`src/rtl/kb_bridge_pkg.sv`:
```
// Shared constants, decoder state type and hex helper for the PS/2 keyboard
// to UART bridge.
package kb_bridge_pkg;

  localparam logic [7:0] SC_BREAK    = 8'hF0;
  localparam logic [7:0] SC_EXT      = 8'hE0;
  localparam logic [7:0] SC_LSHIFT   = 8'h12;
  localparam logic [7:0] SC_RSHIFT   = 8'h59;
  localparam logic [7:0] SC_CAPS     = 8'h58;
  localparam logic [7:0] ASCII_SPACE = 8'h20;

  typedef enum logic [1:0] {
    ST_IDLE,
    ST_BRK,
    ST_EXT,
    ST_EXT_BRK
  } dec_state_e;

  // Uppercase hex digit: 0-9 -> '0'-'9', 10-15 -> 'A'-'F'.
  function automatic logic [7:0] hex_char(input logic [3:0] nib);
    return (nib < 4'd10) ? (8'h30 + {4'h0, nib}) : (8'h37 + {4'h0, nib});
  endfunction

endpackage

```
`src/rtl/kb_ascii_lut.sv`:
```
// Scan-code set 2 to ASCII translation (US layout). Returns 0x00 for codes
// with no printable meaning; is_letter depends on scan_code only.
module kb_ascii_lut
  import kb_bridge_pkg::*;
(
  input  logic [7:0] scan_code,
  input  logic       upper,
  output logic [7:0] ascii,
  output logic       is_letter
);

  logic [7:0] lower_c;
  logic [7:0] upper_c;

  // NOTE: every output of a combinational block gets a default first, so no
  // path through the case can leave a latch behind.
  always_comb begin
    lower_c = 8'h00;
    upper_c = 8'h00;
    case (scan_code)
      8'h1C: lower_c = "a";  8'h32: lower_c = "b";  8'h21: lower_c = "c";  8'h23: lower_c = "d";
      8'h24: lower_c = "e";  8'h2B: lower_c = "f";  8'h34: lower_c = "g";  8'h33: lower_c = "h";
      8'h43: lower_c = "i";  8'h3B: lower_c = "j";  8'h42: lower_c = "k";  8'h4B: lower_c = "l";
      8'h3A: lower_c = "m";  8'h31: lower_c = "n";  8'h44: lower_c = "o";  8'h4D: lower_c = "p";
      8'h15: lower_c = "q";  8'h2D: lower_c = "r";  8'h1B: lower_c = "s";  8'h2C: lower_c = "t";
      8'h3C: lower_c = "u";  8'h2A: lower_c = "v";  8'h1D: lower_c = "w";  8'h22: lower_c = "x";
      8'h35: lower_c = "y";  8'h1A: lower_c = "z";
      8'h45: begin lower_c = "0"; upper_c = ")"; end
      8'h16: begin lower_c = "1"; upper_c = "!"; end
      8'h1E: begin lower_c = "2"; upper_c = "@"; end
      8'h26: begin lower_c = "3"; upper_c = "#"; end
      8'h25: begin lower_c = "4"; upper_c = "$"; end
      8'h2E: begin lower_c = "5"; upper_c = "%"; end
      8'h36: begin lower_c = "6"; upper_c = "^"; end
      8'h3D: begin lower_c = "7"; upper_c = "&"; end
      8'h3E: begin lower_c = "8"; upper_c = "*"; end
      8'h46: begin lower_c = "9"; upper_c = "("; end
      8'h0E: begin lower_c = 8'h60; upper_c = "~"; end
      8'h4E: begin lower_c = "-"; upper_c = "_"; end
      8'h55: begin lower_c = "="; upper_c = "+"; end
      8'h54: begin lower_c = "["; upper_c = "{"; end
      8'h5B: begin lower_c = "]"; upper_c = "}"; end
      8'h5D: begin lower_c = "\\"; upper_c = "|"; end
      8'h4C: begin lower_c = ";"; upper_c = ":"; end
      8'h52: begin lower_c = "'"; upper_c = "\""; end
      8'h41: begin lower_c = ","; upper_c = "<"; end
      8'h49: begin lower_c = "."; upper_c = ">"; end
      8'h4A: begin lower_c = "/"; upper_c = "?"; end
      8'h5A: begin lower_c = 8'h0D; upper_c = 8'h0D; end
      8'h66: begin lower_c = 8'h08; upper_c = 8'h08; end
      8'h29: begin lower_c = ASCII_SPACE; upper_c = ASCII_SPACE; end
      8'h0D: begin lower_c = 8'h09; upper_c = 8'h09; end
      default: ;
    endcase
    is_letter = (lower_c >= "a") && (lower_c <= "z");
    if (is_letter) upper_c = lower_c - 8'h20;
    ascii = upper ? upper_c : lower_c;
  end

endmodule

```
`src/rtl/kb_uart_bridge.sv`:
```
// PS/2 scan-code stream to UART bridge: make/break decoding, modifier
// tracking, ASCII or hex-dump conversion, and a character FIFO to the TX port.
module kb_uart_bridge
  import kb_bridge_pkg::*;
#(
  parameter int FIFO_AW  = 4,
  parameter bit HEX_MODE = 1'b0
) (
  input  logic               clk,
  input  logic               reset,
  input  logic [7:0]         scan_code,
  input  logic               scan_valid,
  input  logic               tx_full,
  output logic               wr_uart,
  output logic [7:0]         w_data,
  output logic               shift_held,
  output logic               caps_lock,
  output logic               overflow,
  output logic [FIFO_AW:0]   fifo_level
);

  localparam int DEPTH = 2 ** FIFO_AW;

  dec_state_e       state, state_nxt;
  logic             lshift, rshift;
  logic             lshift_nxt, rshift_nxt, caps_nxt;
  logic             key_make, key_break, is_modifier;
  logic             accept, drop_busy;
  logic [1:0]       emit_cnt;
  logic [7:0]       emit_byte;
  logic             push, push_ok, pop;
  logic [7:0]       push_data;
  logic [7:0]       lut_ascii;
  logic             lut_letter, upper;
  logic [7:0]       mem [DEPTH];
  logic [FIFO_AW:0] wr_ptr, rd_ptr;
  logic             fifo_empty, fifo_full;

  // In hex mode the emitter owns the FIFO write port for two more cycles.
  assign accept     = scan_valid && (emit_cnt == 2'd0);
  assign drop_busy  = scan_valid && (emit_cnt != 2'd0);
  assign shift_held = lshift | rshift;
  assign upper      = shift_held ^ (caps_lock & lut_letter);
  assign is_modifier = (scan_code == SC_LSHIFT) || (scan_code == SC_RSHIFT) ||
                       (scan_code == SC_CAPS);

  kb_ascii_lut u_lut (
    .scan_code (scan_code),
    .upper     (upper),
    .ascii     (lut_ascii),
    .is_letter (lut_letter)
  );

  always_comb begin
    state_nxt = state;
    key_make  = 1'b0;
    key_break = 1'b0;
    if (accept) begin
      case (state)
        ST_IDLE: begin
          if (scan_code == SC_BREAK)    state_nxt = ST_BRK;
          else if (scan_code == SC_EXT) state_nxt = ST_EXT;
          else                          key_make  = 1'b1;
        end
        ST_BRK: begin
          state_nxt = ST_IDLE;
          key_break = 1'b1;
        end
        ST_EXT:     state_nxt = (scan_code == SC_BREAK) ? ST_EXT_BRK : ST_IDLE;
        ST_EXT_BRK: state_nxt = ST_IDLE;
        default:    state_nxt = ST_IDLE;
      endcase
    end
  end

  always_comb begin
    lshift_nxt = lshift;
    rshift_nxt = rshift;
    caps_nxt   = caps_lock;
    if (key_make) begin
      case (scan_code)
        SC_LSHIFT: lshift_nxt = 1'b1;
        SC_RSHIFT: rshift_nxt = 1'b1;
        SC_CAPS:   caps_nxt   = ~caps_lock;
        default: ;
      endcase
    end
    if (key_break) begin
      if (scan_code == SC_LSHIFT) lshift_nxt = 1'b0;
      if (scan_code == SC_RSHIFT) rshift_nxt = 1'b0;
    end
  end

  always_comb begin
    push      = 1'b0;
    push_data = 8'h00;
    if (HEX_MODE) begin
      if (accept) begin
        push      = 1'b1;
        push_data = hex_char(scan_code[7:4]);
      end else if (emit_cnt == 2'd2) begin
        push      = 1'b1;
        push_data = hex_char(emit_byte[3:0]);
      end else if (emit_cnt == 2'd1) begin
        push      = 1'b1;
        push_data = ASCII_SPACE;
      end
    end else if (key_make && !is_modifier && (lut_ascii != 8'h00)) begin
      push      = 1'b1;
      push_data = lut_ascii;
    end
  end

  // Extra pointer bit separates full (MSBs differ) from empty (equal).
  assign fifo_empty = (wr_ptr == rd_ptr);
  assign fifo_full  = (wr_ptr[FIFO_AW] != rd_ptr[FIFO_AW]) &&
                      (wr_ptr[FIFO_AW-1:0] == rd_ptr[FIFO_AW-1:0]);
  assign fifo_level = wr_ptr - rd_ptr;
  assign pop        = !fifo_empty && !tx_full;
  assign push_ok    = push && (!fifo_full || pop);
  assign wr_uart    = pop;
  assign w_data     = fifo_empty ? 8'h00 : mem[rd_ptr[FIFO_AW-1:0]];

  always_ff @(posedge clk or negedge reset) begin
    if (!reset) begin
      state     <= ST_IDLE;
      lshift    <= 1'b0;
      rshift    <= 1'b0;
      caps_lock <= 1'b0;
      overflow  <= 1'b0;
      emit_cnt  <= 2'd0;
      emit_byte <= 8'h00;
      wr_ptr    <= '0;
      rd_ptr    <= '0;
    end else begin
      state     <= state_nxt;
      lshift    <= lshift_nxt;
      rshift    <= rshift_nxt;
      caps_lock <= caps_nxt;
      if ((push && !push_ok) || drop_busy) overflow <= 1'b1;
      if (HEX_MODE && accept) begin
        emit_byte <= scan_code;
        emit_cnt  <= 2'd2;
      end else if (emit_cnt != 2'd0) begin
        emit_cnt  <= emit_cnt - 2'd1;
      end
      if (push_ok) wr_ptr <= wr_ptr + 1'b1;
      if (pop)     rd_ptr <= rd_ptr + 1'b1;
    end
  end

  // NOTE: the storage array has no reset; resetting the pointers empties the
  // FIFO and w_data is forced to zero while empty, so stale contents never leak.
  always_ff @(posedge clk) begin
    if (push_ok) mem[wr_ptr[FIFO_AW-1:0]] <= push_data;
  end

endmodule

```
`config.mk`:
```
export PLATFORM = sky130hd
export DESIGN_NAME = kb_uart_bridge
export DESIGN_NICKNAME = d
export VERILOG_FILES = /design/src/rtl/kb_bridge_pkg.sv /design/src/rtl/kb_ascii_lut.sv /design/src/rtl/kb_uart_bridge.sv
export SDC_FILE = /design/constraint.sdc
export NUM_CORES = 1
export LEC_CHECK = 0
export ABC_CLOCK_PERIOD_IN_PS = 3900
export BUFFER_PORTS_ARGS = -buffer_cell sky130_fd_sc_hd__buf_2
export CORE_ASPECT_RATIO = 0.7
export CORE_UTILIZATION = 50
export DETAILED_ROUTE_END_ITERATION = 10
export GPL_TIMING_DRIVEN = 0
export PLACE_DENSITY = 0.67
export SYNTH_ARGS = -nofsm -noshare
export SYNTH_HDL_FRONTEND = slang
export SYNTH_SLANG_ARGS = --single-unit
```
`constraint.sdc`:
```
create_clock -name clk -period 3.9 [get_ports clk]
set_input_delay 0.195 -clock clk [delete_from_list [all_inputs] [get_ports clk]]
set_output_delay 0.195 -clock clk [all_outputs]
set_load 0.1 [all_outputs]
```
## Word level (Yosys, flattened, before mapping)

Memories as Yosys holds them, arrays and structs flattened.
Index checks and enable logic that the tools add are counted.

| operators by class | value |
|---|---|
| $add $sub $neg | 5 |
| order comparisons | 2 |
| equal/unequal tests | 63 |
| multiplexer cells | 27 |
| bitwise logic cells | 4 |
| reduce and logical (&&, ||, !) cells | 25 |

Operators by type and width:

| cell | number |
|---|---|
| 7-bit case mux with 51 select lines | 1 |
| 8-bit by 6-bit equality test with 1-bit output (second input constant) | 23 |
| 7-bit case mux with 25 select lines | 1 |
| 8-bit by 7-bit equality test with 1-bit output (second input constant) | 21 |
| 8-bit by 5-bit equality test with 1-bit output (second input constant) | 8 |
| 8-bit two-way mux | 4 |
| 1-bit two-way mux | 17 |
| 8-bit by 4-bit equality test with 1-bit output (second input constant) | 2 |
| 8-bit equality test (second input constant) | 2 |
| 5-bit by 1-bit adder with 5-bit output (second input constant) | 2 |
| 1-bit logical AND | 9 |
| 8-bit nonzero test | 1 |
| 7-bit by 6-bit subtractor with 8-bit output (second input constant) | 1 |
| 7-bit >= comparator (second input constant) | 1 |
| 7-bit less-or-equal comparator (second input constant) | 1 |
| 2-bit two-way mux | 3 |
| 2-bit case mux with 3 select lines | 1 |
| 5-bit equality test | 1 |
| 1-bit zero test | 5 |
| 5-bit subtractor | 1 |
| 2-bit equality test (second input constant) | 2 |
| 4-bit equality test | 1 |
| 2-bit zero test | 2 |
| 1-bit logical OR | 4 |
| other kinds (11) | 12 |

| word-level totals | value |
|---|---|
| bits in registers | 18 |
| RAM bits | 128 |
| input port bits | 12 |
| output and inout bits | 17 |
| word-level logic and storage cells | 135 |
| memories kept | 1 |

Memories:

| memory | words | bits a word | rd ports | clocked after memory_dff | write ports | line | source |
|---|---|---|---|---|---|---|---|
| mem | 16 | 8 | 1 | 0 | 1 | kb_uart_bridge.sv:35 | `logic [7:0] mem [DEPTH];` |

## Longest topological paths before layout

Gate-level depths: netlist of run 1.

| depth | value |
|---|---|
| depth after elaboration | 14 |
| depth in mapped cells | 18 |
| depth with buffers taken out | 14 |

## Cells and area by module

Synthesis of run 1 repeated with hierarchy kept, for this count alone.

| second synthesis, totals | value |
|---|---|
| cell total of the unflattened synthesis | 560 |
| area total of the unflattened synthesis | 7704.9 um2 |

Modules (own cells, without submodules):

| module | instances | cells an instance | area an instance (um2) | sequential area each (um2) |
|---|---|---|---|---|
| kb_uart_bridge | 1 | 336 | 6169.7 | 4294.1 |
| kb_ascii_lut | 1 | 224 | 1535.2 | 0.0 |

## Least setup slack after synthesis of run 1

No wires, ideal clock.

| timing path | value |
|---|---|
| kind | input -> register |
| from | input port scan_code[1] |
| to | memory mem[0][4] (data pin) |
| setup time | 0.352 ns |
| arrival time | 4.010 ns |
| required time | 3.548 ns |
| slack | -0.462 ns |
| stages | 16 |
| buffers on the path | 3 |
| cell sequence | buf_2 > buf_6 > and3b_4 > o21ai_1 > o311ai_1 > a2111oi_1 > and4_1 > inv_1 > ha_1 > a41oi_2 > nor4b_1 > a211o_1 > a221oi_2 > o21bai_4 > buf_6 > a311oi_1 |

| on the way | value |
|---|---|
| cells in the longest elaborated chain, start to end | 10 |
| elaborated cells on any way between the ends | 77 |
| those cells by class | add/sub: 1; order compare: 2; eq/ne: 56; mux: 9; bitwise: 2; reduce/logical: 7 |

RTL lines:

| what | line | source |
|---|---|---|
| from (decl) | kb_uart_bridge.sv:11 | `input logic [7:0] scan_code,` |
| 8-bit by 4-bit equality test with 1-bit output, or another cell as far along | kb_ascii_lut.sv:20 | `case (scan_code)` |
| 7-bit case mux with 51 select lines | kb_ascii_lut.sv:20 |  |
| 7-bit >= comparator / 7-bit less-or-equal comparator (equally long branches) | kb_ascii_lut.sv:55 | `is_letter = (lower_c >= "a") && (lower_c <= "z");` |
| 1-bit logical AND | kb_ascii_lut.sv:55 |  |
| 1-bit AND | kb_uart_bridge.sv:43 | `assign upper = shift_held ^ (caps_lock & lut_letter);` |
| 1-bit bitwise XOR | kb_uart_bridge.sv:43 |  |
| 8-bit two-way mux | kb_ascii_lut.sv:57 | `ascii = upper ? upper_c : lower_c;` |
| 8-bit nonzero test | kb_uart_bridge.sv:108 | `end else if (key_make && !is_modifier && (lut_ascii != 8'h00)) begin` |
| 1-bit logical AND | kb_uart_bridge.sv:108 |  |
| 8-bit two-way mux * | kb_uart_bridge.sv:108 |  |
| named net push_data[4] | kb_uart_bridge.sv:32 | `logic [7:0] push_data;` |
| to (decl) | kb_uart_bridge.sv:35 |  |

The timed path passes the listed nets; every way through them passes the cells marked *.

## Final worst setup path of run 1

| timing path | value |
|---|---|
| from | input port scan_code[1] |
| to | memory mem[8][0] (enable) |

| on the way | value |
|---|---|
| cells in the longest elaborated chain, start to end | 13 |
| elaborated cells on any way between the ends | 80 |
| those cells by class | add/sub: 1; order compare: 2; eq/ne: 56; mux: 11; bitwise: 2; reduce/logical: 8 |

RTL lines:

| what | line | source |
|---|---|---|
| 8-bit by 4-bit equality test with 1-bit output, or another cell as far along | kb_ascii_lut.sv:20 |  |
| 7-bit case mux with 51 select lines | kb_ascii_lut.sv:20 |  |
| 7-bit >= comparator / 7-bit less-or-equal comparator (equally long branches) | kb_ascii_lut.sv:55 |  |
| 1-bit logical AND | kb_ascii_lut.sv:55 |  |
| 1-bit AND | kb_uart_bridge.sv:43 |  |
| 1-bit bitwise XOR | kb_uart_bridge.sv:43 |  |
| 8-bit two-way mux | kb_ascii_lut.sv:57 |  |
| 8-bit nonzero test | kb_uart_bridge.sv:108 |  |
| 1-bit logical AND * | kb_uart_bridge.sv:108 |  |
| 1-bit two-way mux * | kb_uart_bridge.sv:108 |  |
| 1-bit logical AND * | kb_uart_bridge.sv:120 | `assign push_ok = push && (!fifo_full \|\| pop);` |
| 1-bit two-way mux * | kb_uart_bridge.sv:155 | `if (push_ok) mem[wr_ptr[FIFO_AW-1:0]] <= push_data;` |
| 1-bit two-way mux (not written as such) * | kb_uart_bridge.sv:155 |  |

Mark *: on every way between the ends. The rest lies on a longest branch, timed or not.

==> impl_metrics.toml, run 1 <==
[run_status]
outcome = "finished, final reports clean"

[logic_synthesis]
syn-mean-instance-area_um2 = 13.39
synth_edf_count = 128
yosysUniqueCellTypes = 95
synth_flop_cell = "edfxtp_1"
synthCells = 612
ys_ff_latch = 146
async_reset_ff_share_pct = 12.33
mappedNetlistNets = 637
yosysSeqAreaShare_pct = 52.40
ys_warn_count = 0
synth_area_mm2 = 0.008195

[die]
coreArea_mm2 = 0.01574
die_h_um = 109.1
fp.dieArea_mm2 = 0.01692
die_w_um = 155.0
num_rows = 38
pin_count = 29
initial_core_util_pct = 52.08

[clock_tree]
path_clk_slew_ns = 0.06
cts_tree = "yes"
cts_root_buf = "clkbuf_16"
cts_buffer_depth = 2
cts_inserted_buffers = 17
clock-sinks = 146
clock_latency_ns = 0.42
cts_htree_levels = 4

[timing]
setup_violations = 0
period_needed_ns = 3.850
tns_ns = 0
drv_slew = 0
slew_headroom_pct = 24.17
hold_slack_ns = 0.04982
post-route-period-util_pct = 98.71
worst_pin_slew_ns = 1.136
max_freq_ghz = 0.2597
worst_clock_skew_ns = 0.009080
final_hold_viol_count = 0

[global_route]
grt_max_degree = 19
track_usage_pct = 31.98
grt_overflow = 0
grt_pass1_vias = 5837
grt_pass1_wl_um = 37950
antenna_found_initial = 2

[pwr]
intPower_w = 0.003692
p_sw_w = 0.003324
p_total_w = 0.007016
power.share.clock_pct = 22.5
power.share.combinational_pct = 50.7
power_density_mw_per_mm2 = 685.0
p_leak_nw = 3.649
swShare_pct = 47.38
p_seq_share_pct = 26.8
vdd_ir_drop_max_v = 0.0009264

[final_layout]
fillCellCount = 1130
syn_to_final_growth_pct = 24.96
layout.nets = 720
n_antenna_cell = 0
utilization_pct = 65.07
drive_gt1_share_pct = 37.15

[hold_path]
hold_class = "primary input to register"
hold_depth = 3

[routing]
wl_per_cell_um = 28.19
drt_iter0_markers = 779
vias = 6224
via_per_inst = 6.707
drc = 0
drt_wl_total_um = 26160
ant_nets = 0
drt_pass1_iterations = 5

[place]
routabilityCongestion = 1.020
post-dp-hpwl_um = 18280
port_buffers = 27

[worst_setup_path]
critical_path_buf_inv_count = 4
arrival_ns = 3.99
worstPathRequired_ns = 4.04
crit_chain = "clkbuf_4 > buf_6 > nor2b_1 > nand2_1 > o22ai_1 > a221o_2 > or4_4 > nor3_2 > nor4b_1 > a211o_1 > a221oi_4 > o21bai_4 > clkbuf_16 > nor4_4 > buf_12"
reg2reg_depth = 10
crit_fanout = 10
critPathCaptureType = "register"
cp_slowest_cell = "or4_4"
crit_cells = 15
cpPeakStageDelay_ns = 0.57
start_kind = "primary input"
cp_top_family = "simple AND/OR/NAND/NOR gates"
crit_type = "primary input to register"

[run]
cap_violations = 0
[cell families after synthesis]
group                    share of synthesized area, %
AO/OA/AOI/OAI                                   9.176
XOR/XNOR                                        2.229
adder cells (fa/ha/maj)                         2.076
buffers and inverters                           4.412
flip-flops                                      52.40
multiplexers                                    11.69
AND/OR/NAND/NOR                                 18.02
[worst register-to-register path, cell delays in order, from the launching register on]
cell	delay, ns
dfrtp_1	0.38
nor2_1	0.70
clkinv_1	0.45
and3_1	0.30
and3_1	0.19
a211o_1	0.31
a221oi_4	0.36
o21bai_4	0.16
clkbuf_16	0.20
nor4_4	0.31
buf_12	0.17
[cell usage in the layout, fill, tap and decap left out, types with 7 or more instances in the layout]
master,Yosys,routed
edfxtp_1,128,128
mux4_2,40,40
nand2_1,38,38
buf_2,10,32
nor2_1,32,29
buf_4,9,23
clkbuf_16,0,20
dfrtp_1,18,18
buf_6,10,17
inv_1,16,15
nor2b_1,17,15
nand3_1,14,13
buf_12,0,13
nor3_1,15,12
o21ai_0,12,11
ha_1,12,11
xnor2_1,11,10
nand4_1,10,10
xor2_1,8,8
nand2b_1,10,8
clkbuf_1,11,7
a31oi_1,11,7
nor4_4,0,7
[final cells by class]
type	count	area (um2)	share of cell area, %
Multi-Input combinational cell	402	4028	39.33
Clock buffer	17	425.4	4.154
Sequential cell	146	4294	41.93
Buffer	45	361.6	3.531
Clock inverter	15	147.6	1.442
Timing Repair Buffer	64	635.6	6.206
Inverter	19	73.82	0.7208
Tap cell	220	275.3	2.688
[final timing paths]
| path | slack, ns | to | start |
|---|---|---|---|
| worst min-delay path | 0.05 | overflow | scan_valid |
| worst min register to register | 0.49 | rd_ptr[4] | rd_ptr[4] |
| min in group asynchronous | 0.24 | overflow | reset |
| worst max-delay path | 0.05 | mem[8][0] | scan_code[1] |
| max in group asynchronous | 3.35 | wr_ptr[2] | reset |
| worst max register to register | 0.07 | mem[8][0] | rshift |
[power by group through the flow]
stage	Sequential, W	Combinational [W]	Clock, W
after floorplan	0.00190	0.00266	0
after global placement	0.00190	0.00331	0
after detailed placement	0.00190	0.00335	0
after CTS	0.00187	0.00346	0.00158
after global routing	0.00189	0.00369	0.00166
final	0.00188	0.00356	0.00158
[state kept, by name, summed over array words and instances, names as in the netlist]
name	count
emit_cnt	2
mem	128
rshift	1
wr_ptr	5
state	2
lshift	1
overflow	1
caps_lock	1
rd_ptr	5
[timing repair]
item                       CTS  global route
hold endpoints to repair    18             0
setup endpoints to repair  263           220
pin swaps                   16            15
setup buffers               19            11
gates cloned                 0             4
gates resized for setup     66            43
hold buffers                 1             0
[cell usage after synthesis, types with 9 or more instances]
cell type | count | area share [%]
buf_4 | 9 | 0.82
nand2b_1 | 10 | 0.76
clkbuf_1 | 11 | 0.50
inv_1 | 16 | 0.73
buf_6 | 10 | 1.4
ha_1 | 12 | 1.8
nand2_1 | 38 | 1.7
buf_2 | 10 | 0.61
mux4_2 | 40 | 11
nor2_1 | 32 | 1.5
o21ai_0 | 12 | 0.73
nand4_1 | 10 | 0.76
xnor2_1 | 11 | 1.2
a31oi_1 | 11 | 0.84
nor2b_1 | 17 | 1.3
edfxtp_1 | 128 | 47
nor3_1 | 15 | 0.92
dfrtp_1 | 18 | 5.5
nand3_1 | 14 | 0.85
[per-stage QoR]
stage	std cells	setup slack [ns]	area (um2)
2_1_floorplan	612	-0.1132	8294
3_3_place_gp	859	-2.106	8705
3_5_place_dp	861	-1.569	8743
4_1_cts	913	0.01383	9901
5_1_grt	928	-0.01284	10240
6_report	928	0.05012	10240
[routing by layer]
metal	track usage [%]	part of all wire (%)	vias up
met3	12.48	14	25
met4	6.082	0.71	0
li1	-	-	2624
met2	40.96	39	387
met5	0	0	-
met1	50.05	46	3188
Note: power is estimated with default switching activity, not from simulation.
==> run 2: changes to the inputs <==
--- a/config.mk
+++ b/config.mk
@@ -5,6 +5,7 @@
 export SDC_FILE = /design/constraint.sdc
 export NUM_CORES = 1
 export LEC_CHECK = 0
+export ABC_AREA = 1
 export ABC_CLOCK_PERIOD_IN_PS = 3900
 export BUFFER_PORTS_ARGS = -buffer_cell sky130_fd_sc_hd__buf_2
 export CORE_ASPECT_RATIO = 0.7
==> run 2 against run 1 <==
Effect of this change:
- power increased by 0.13%
- critical endpoint is now wr_uart
- worst hold slack lost 0.0075 ns
- non-clock buffer count fell by 52
- combinational power is 2% lower
- final area fell by 15%
==> impl_metrics.toml, run 2 <==
[global_route]
grt_overflow = 0
grt_max_degree = 19
track_usage_pct = 28.99
grt_pass1_vias = 5886
antenna_found_initial = 0
grt_pass1_wl_um = 33120

[final_layout]
multi_input_area_mm2 = 0.003082
n_antenna_cell = 0
final_cell_mix = "154 x nand2_1, 128 x nor2_1, 128 x edfxtp_1"
mostFrequentLayoutCell = "nand2_1"
layout.nets = 873
drive_gt1_share_pct = 15.80
regArea_mm2 = 0.004294
largest_reg_flops = 128
syn_to_final_growth_pct = 15.16
utilization_pct = 59.15
fillCellCount = 1310

[logic_synthesis]
synth_top_area_cell = "edfxtp_1"
syn-mean-instance-area_um2 = 9.453
mappedNetlistNets = 825
yosysMostFrequentCell = "nand2_1"
ys_ff_latch = 146
synthCells = 800
synth_top_area_share_pct = 50.83
synthTopCellsByCount = "154 x nand2_1, 150 x nor2_1, 128 x edfxtp_1"
yosysSeqAreaShare_pct = 56.78
yosysUniqueCellTypes = 36
synth_area_leaders = "edfxtp_1 51%, nand2_1 7.6%, nor2_1 7.4%"
synth_area_mm2 = 0.007562
synth_flop_cell = "edfxtp_1"
async_reset_ff_share_pct = 12.33
ys_warn_count = 0
synth_edf_count = 128

[worst_setup_path]
cp_slowest_cell = "dfrtp_1"
crit_fanout = 10
reg2reg_depth = 9
crit_top_cell = "inv_1"
crit_type = "register to output pin"
cpPeakStageDelay_ns = 0.54
start_kind = "register"
critPathCaptureType = "output pin"
worstPathRequired_ns = 3.70
crit_chain = "inv_1 > clkbuf_1 > ha_1 > inv_1 > nor4_1 > nand2_1 > clkinv_1 > nor2_1 > buf_2"
arrival_ns = 3.57

[timing]
slew_headroom_pct = 31.76
tns_ns = 0
final_hold_viol_count = 0
worst_clock_skew_ns = 0.01244
setup_violations = 0
worst_pin_slew_ns = 1.024
post-route-period-util_pct = 96.42
period_needed_ns = 3.760
drv_slew = 0
max_freq_ghz = 0.2659
fin_ws_ns = 0.1396
rsz0062_at_grt = "true"

[pwr]
swShare_pct = 51.80
power.share.clock_pct = 23.1
p_sw_w = 0.003639
power_density_mw_per_mm2 = 806.6
vdd_ir_drop_max_v = 0.001588
intPower_w = 0.003386
power.share.combinational_pct = 49.8
p_seq_share_pct = 27.1
p_leak_nw = 3.442

[die]
fp.dieArea_mm2 = 0.01563
pin_count = 29
initial_core_util_pct = 51.37
die_h_um = 104.9
die_w_um = 149.0
coreArea_mm2 = 0.01472
num_rows = 37

[place]
port_buffers = 27
pre_cts_ws_ns = -0.5826
post-dp-hpwl_um = 15770
routabilityCongestion = 0.9966

[clock_tree]
cts_tree = "yes"
path_clk_slew_ns = 0.07
cts_root_buf = "clkbuf_16"
cts_htree_levels = 4
clock-sinks = 146
clock_latency_ns = 0.42
cts_inserted_buffers = 17
cts_buffer_depth = 2

[routing]
drt_pass1_iterations = 7
via_per_inst = 5.928
drc = 0
vias = 6260
ant_nets = 0
wl_per_cell_um = 20.29
drt_wl_total_um = 21430
drt_iter0_markers = 730

[run_status]
outcome = "finished, final reports clean"

[hold_path]
hold_depth = 3
hold_class = "primary input to register"

[run]
cap_violations = 0
==> run 2: changes by cell type in the layout (fill, tap and decap cells not counted), moves of 16 or more <==
cell      change
buf_4        -22
clkbuf_1     +18
inv_1        +28
mux4_2       -40
nand2_1     +116
nand3_1      +17
nor2_1       +99
nor2_2       +16
nor2_4       +17
o21ai_0      +62
==> run 2: worst max-delay path, delay by kind of cell (launching register included) <==
kind | cells | cell delay (ns)
buf+inv | 5 | 1.62
simple gates | 3 | 0.64
flops | 1 | 0.54
fa+ha+maj | 1 | 0.35
==> run 2: final cells by class <==
class                   instances  area share [%]
clock inverters                15           1.882
flip-flops and latches        146           49.31
repair buffers                 29           1.897
multi-input cells             570           35.39
plain buffers                  28           1.422
inverters                      56           2.414
well taps                     195           2.802
clock buffers                  17           4.885
==> run 2: path summary, 6_finish.rpt <==
path	to	startpoint	slack, ns
max	wr_uart	rd_ptr[1]	0.14
max in group asynchronous	rd_ptr[1]	reset	3.32
min reg2reg	emit_cnt[0]	emit_cnt[0]	0.49
min in group asynchronous	overflow	reset	0.27
max reg2reg	mem[15][0]	rd_ptr[1]	0.38
min	overflow	scan_valid	0.04
==> run 2: cell families after synthesis <==
kind of cell / count (synthesis) / share of synthesized area, %
xor+xnor: 13 / 1.506
flops: 146 / 56.78
simple gates: 403 / 24.35
buf+inv: 84 / 4.417
fa+ha+maj: 13 / 2.250
compound gates: 141 / 10.69
==> run 2: stage by stage <==
stage	area, um2	instances	power [W]	hold WS, ns
3_5_place_dp	7945	1022	0.005325	0.1605
4_1_cts	8547	1055	0.006944	0.03486
2_1_floorplan	7562	800	0.004542	-0.1006
5_1_grt	8708	1056	0.007301	0.04087
6_report	8708	1056	0.007024	0.04235
3_3_place_gp	7941	1022	0.005246	0.1564
==> run 2: power by group through the flow <==
stage / Sequential, W / Clock, W / Combinational (W)
floorplan: 0.00193 / 0 / 0.00261
detailed placement: 0.00193 / 0 / 0.00340
CTS: 0.00190 / 0.00163 / 0.00341
finish: 0.00190 / 0.00163 / 0.00350
global route: 0.00191 / 0.00171 / 0.00369
global placement: 0.00192 / 0 / 0.00332
==> run 2: layer usage <==
layer | up-vias | GRT usage [%] | share of wire (%)
li1 | 2881 | - | -
met1 | 3032 | 46.75 | 46
met2 | 324 | 39.50 | 41
met3 | 23 | 5.546 | 11
met4 | 0 | 6.924 | 1.1
met5 | - | 0 | 0
==> run 2: what timing repair did <==
action                     CTS  global route
hold buffers                 1             0
setup buffers                0             1
hold endpoints to repair    18             0
resized for setup            1            39
pin swaps                    0             2
cloned                       0             0
setup endpoints to repair   80           240
==> run 3: changes to the inputs <==
--- a/config.mk
+++ b/config.mk
@@ -7,12 +7,12 @@
 export LEC_CHECK = 0
 export ABC_AREA = 1
 export ABC_CLOCK_PERIOD_IN_PS = 3900
-export BUFFER_PORTS_ARGS = -buffer_cell sky130_fd_sc_hd__buf_2
+export BUFFER_PORTS_ARGS = -buffer_cell sky130_fd_sc_hd__buf_4
 export CORE_ASPECT_RATIO = 0.7
 export CORE_UTILIZATION = 50
 export DETAILED_ROUTE_END_ITERATION = 10
-export GPL_TIMING_DRIVEN = 0
 export PLACE_DENSITY = 0.67
 export SYNTH_ARGS = -nofsm -noshare
 export SYNTH_HDL_FRONTEND = slang
+export SYNTH_HIERARCHICAL = 1
 export SYNTH_SLANG_ARGS = --single-unit
==> run 3 against run 2 <==
Effect of this change:
- the run now ends with DRC left
- largest cell class unchanged
- clock skew shrank 0.0021 ns
- synthesized cell count grew 14%
- cell count grew 17%
- clock power grew 6%
- final area grew 12%
- flip-flop and latch count is the same
- setup slack gained 0.30 ns
- routed wire length shrank 0.33%
- via count grew 5.0%
- area after synthesis grew 4.0%
- count of clock-buffer cells in the layout is the same
==> impl_metrics.toml, run 3 <==
[run_status]
outcome = "complete, but fails checks"
violations = "DRC"

[routing]
drt_iter0_markers = 846
drt_wl_total_um = 21360
wl_per_cell_um = 17.32
drt_pass1_iterations = 9
ant_nets = 0
via_per_inst = 5.332
drc = 6
vias = 6574

[timing]
slew_headroom_pct = 34.50
worst_clock_skew_ns = 0.01039
final_hold_viol_count = 0
max_freq_ghz = 0.2894
setup_violations = 0
period_needed_ns = 3.456
post-route-period-util_pct = 88.61
fin_ws_ns = 0.4444
worst_pin_slew_ns = 0.9811
rsz0062_at_grt = "false"
drv_slew = 0

[clock_tree]
cts_tree = "yes"
cts_buffer_depth = 2
path_clk_slew_ns = 0.07
clock-sinks = 146
cts_htree_levels = 4
cts_inserted_buffers = 17
cts_root_buf = "clkbuf_16"
clock_latency_ns = 0.42

[worst_setup_path]
crit_fanout = 17
crit_cells = 28
crit_type = "primary input to register"
reg2reg_depth = 14
crit_start = "scan_code[7]"
critical_path_buf_inv_count = 8
regToRegSetupSlack_ns = 0.83
cpPeakStageDelay_ns = 0.24
start_kind = "primary input"
critPathCaptureType = "register"
worstPathRequired_ns = 4.02
timing.rr.start = "rshift"
cp_slowest_cell = "xor2_4"
arrival_ns = 3.58
cp_top_family = "simple AND/OR/NAND/NOR gates"

[logic_synthesis]
yosysSeqAreaShare_pct = 54.60
synth_compound_area_share_pct = 2.529
synthMuxAreaShare_pct = 0
synth_top_area_cell = "edfxtp_1"
synth-simple-area-share_pct = 33.77
yosysMostFrequentCell = "nand2_1"
syn-mean-instance-area_um2 = 8.605
mappedNetlistNets = 938
synth_area_mm2 = 0.007865
synthTopCellsByCount = "332 x nand2_1, 128 x edfxtp_1, 112 x nand3_1"
synthXorXnorAreaFrac_pct = 1.543
synth_top_area_share_pct = 48.87
yosysUniqueCellTypes = 37
synth_flop_cell = "edfxtp_1"
synthCells = 914
synth_top_family_by_area = "simple AND/OR/NAND/NOR gates"
synth_area_leaders = "edfxtp_1 49%, nand2_1 16%, nand3_1 7.1%"
ys_ff_latch = 146
synth_edf_count = 128
ys_warn_count = 6
synth_fa_ha_area_share_pct = 2.004
async_reset_ff_share_pct = 12.33

[place]
dpl-instance-area_mm2 = 0.009024
routabilityCongestion = 0.9663
post-dp-hpwl_um = 14260
dp.cells = 1200
port_buffers = 28
pre_cts_ws_ns = -0.3212

[global_route]
grt_pass1_vias = 6059
met3_usage_pct = 6.831
grt.busiest_layer = "met1"
grtUsageMet1_pct = 42.58
grt_max_degree = 67
grtUsageMet2_pct = 40.34
grt_overflow = 0
antenna_found_initial = 1
track_usage_pct = 28.01
grt_pass1_wl_um = 34020

[die]
coreArea_mm2 = 0.01505
initial_core_util_pct = 52.27
die_w_um = 151.9
fp.dieArea_mm2 = 0.01624
die_h_um = 106.9
pin_count = 29
num_rows = 37

[final_layout]
final_cell_mix = "331 x nand2_1, 128 x edfxtp_1, 112 x nand3_1"
drive_gt1_share_pct = 21.97
n_antenna_cell = 0
mostFrequentLayoutCell = "nand2_1"
fillCellCount = 1201
fin_cells = 1233
syn_to_final_growth_pct = 23.67
utilization_pct = 64.65
largest_reg_flops = 128
layout.nets = 1049
final_area_mm2 = 0.009727

[hold_path]
hold_depth = 4
min_from = "tx_full"
hold_class = "primary input to register"

[run]
cap_violations = 0

[pwr]
p_total_w = 0.007303
p_leak_nw = 4.271
vdd_ir_drop_max_v = 0.0009062
power_density_mw_per_mm2 = 750.8
## run 3: metal layers
metal	up-vias	share of wire [%]	wire length [um]
met5	-	0	0
met2	295	42	9011
met4	0	1.2	262
met3	28	9.3	1988
li1	3222	-	-
met1	3029	47	10100
## run 3: power by group
part           internal, W  total [W]  switching [W]  leakage (nW)
sequential         0.00176    0.00184      0.0000738          1.26
combinational     0.000901    0.00375        0.00284          2.71
clock              0.00103    0.00172       0.000694         0.301
total              0.00369    0.00730        0.00361          4.27
## run 3: repair_timing
| item | 4_1_cts | 5_1_grt |
|---|---|---|
| hold buffers | 1 | 0 |
| setup endpoints to repair | 0 | 256 |
| setup buffers | 0 | 0 |
| resized for setup | 0 | 16 |
| hold endpoints to repair | 18 | 0 |
## run 3: worst reg2reg max path: stages, from the launching register on
cell and delay [ns]:
dfrtp_1 0.39, nor2_1 0.55, xor2_4 0.29, nand2_4 0.12, o21ai_1 0.15, inv_1 0.07, nand2_1 0.07, nor2_1 0.04
nand2_1 0.07, nand2_2 0.08, nor2_8 0.13, buf_4 0.16, nand3_4 0.24, nor2_2 0.21, buf_4 0.20
## run 3: path summary, 6_finish.rpt
check	endpoint
min in group asynchronous	rshift
min	rd_ptr[0]
max in group asynchronous	rd_ptr[0]
max	mem[11][4]
min reg2reg	emit_cnt[0]
max reg2reg	mem[11][4]
## run 3: metrics by stage
step	hold slack, ns	TNS [ns]
after floorplan	-0.1006	0
after CTS	0.1173	0
after global routing	0.1276	0
after global placement	0.08208	-28.26
after detailed placement	0.08461	-40.19
final	0.1230	0
## run 3: cell families (layout without fill, tap and decap cells)
kind of cell             after synthesis  count (layout)
AO/OA/AOI/OAI                         39              39
XOR/XNOR                              13              13
adder cells (fa/ha/maj)               12              12
buffers and inverters                100             224
flip-flops                           146             146
AND/OR/NAND/NOR                      604             604
## run 3: area by class of cell
type | instances | area (um2) | share of cell area, %
Clock buffer | 17 | 425.4 | 4.374
Clock inverter | 15 | 201.4 | 2.071
Inverter | 69 | 259.0 | 2.663
Multi-Input combinational cell | 668 | 3201 | 32.90
Sequential cell | 146 | 4295 | 44.16
Tap cell | 195 | 244.0 | 2.508
Timing Repair Buffer | 123 | 1101 | 11.32
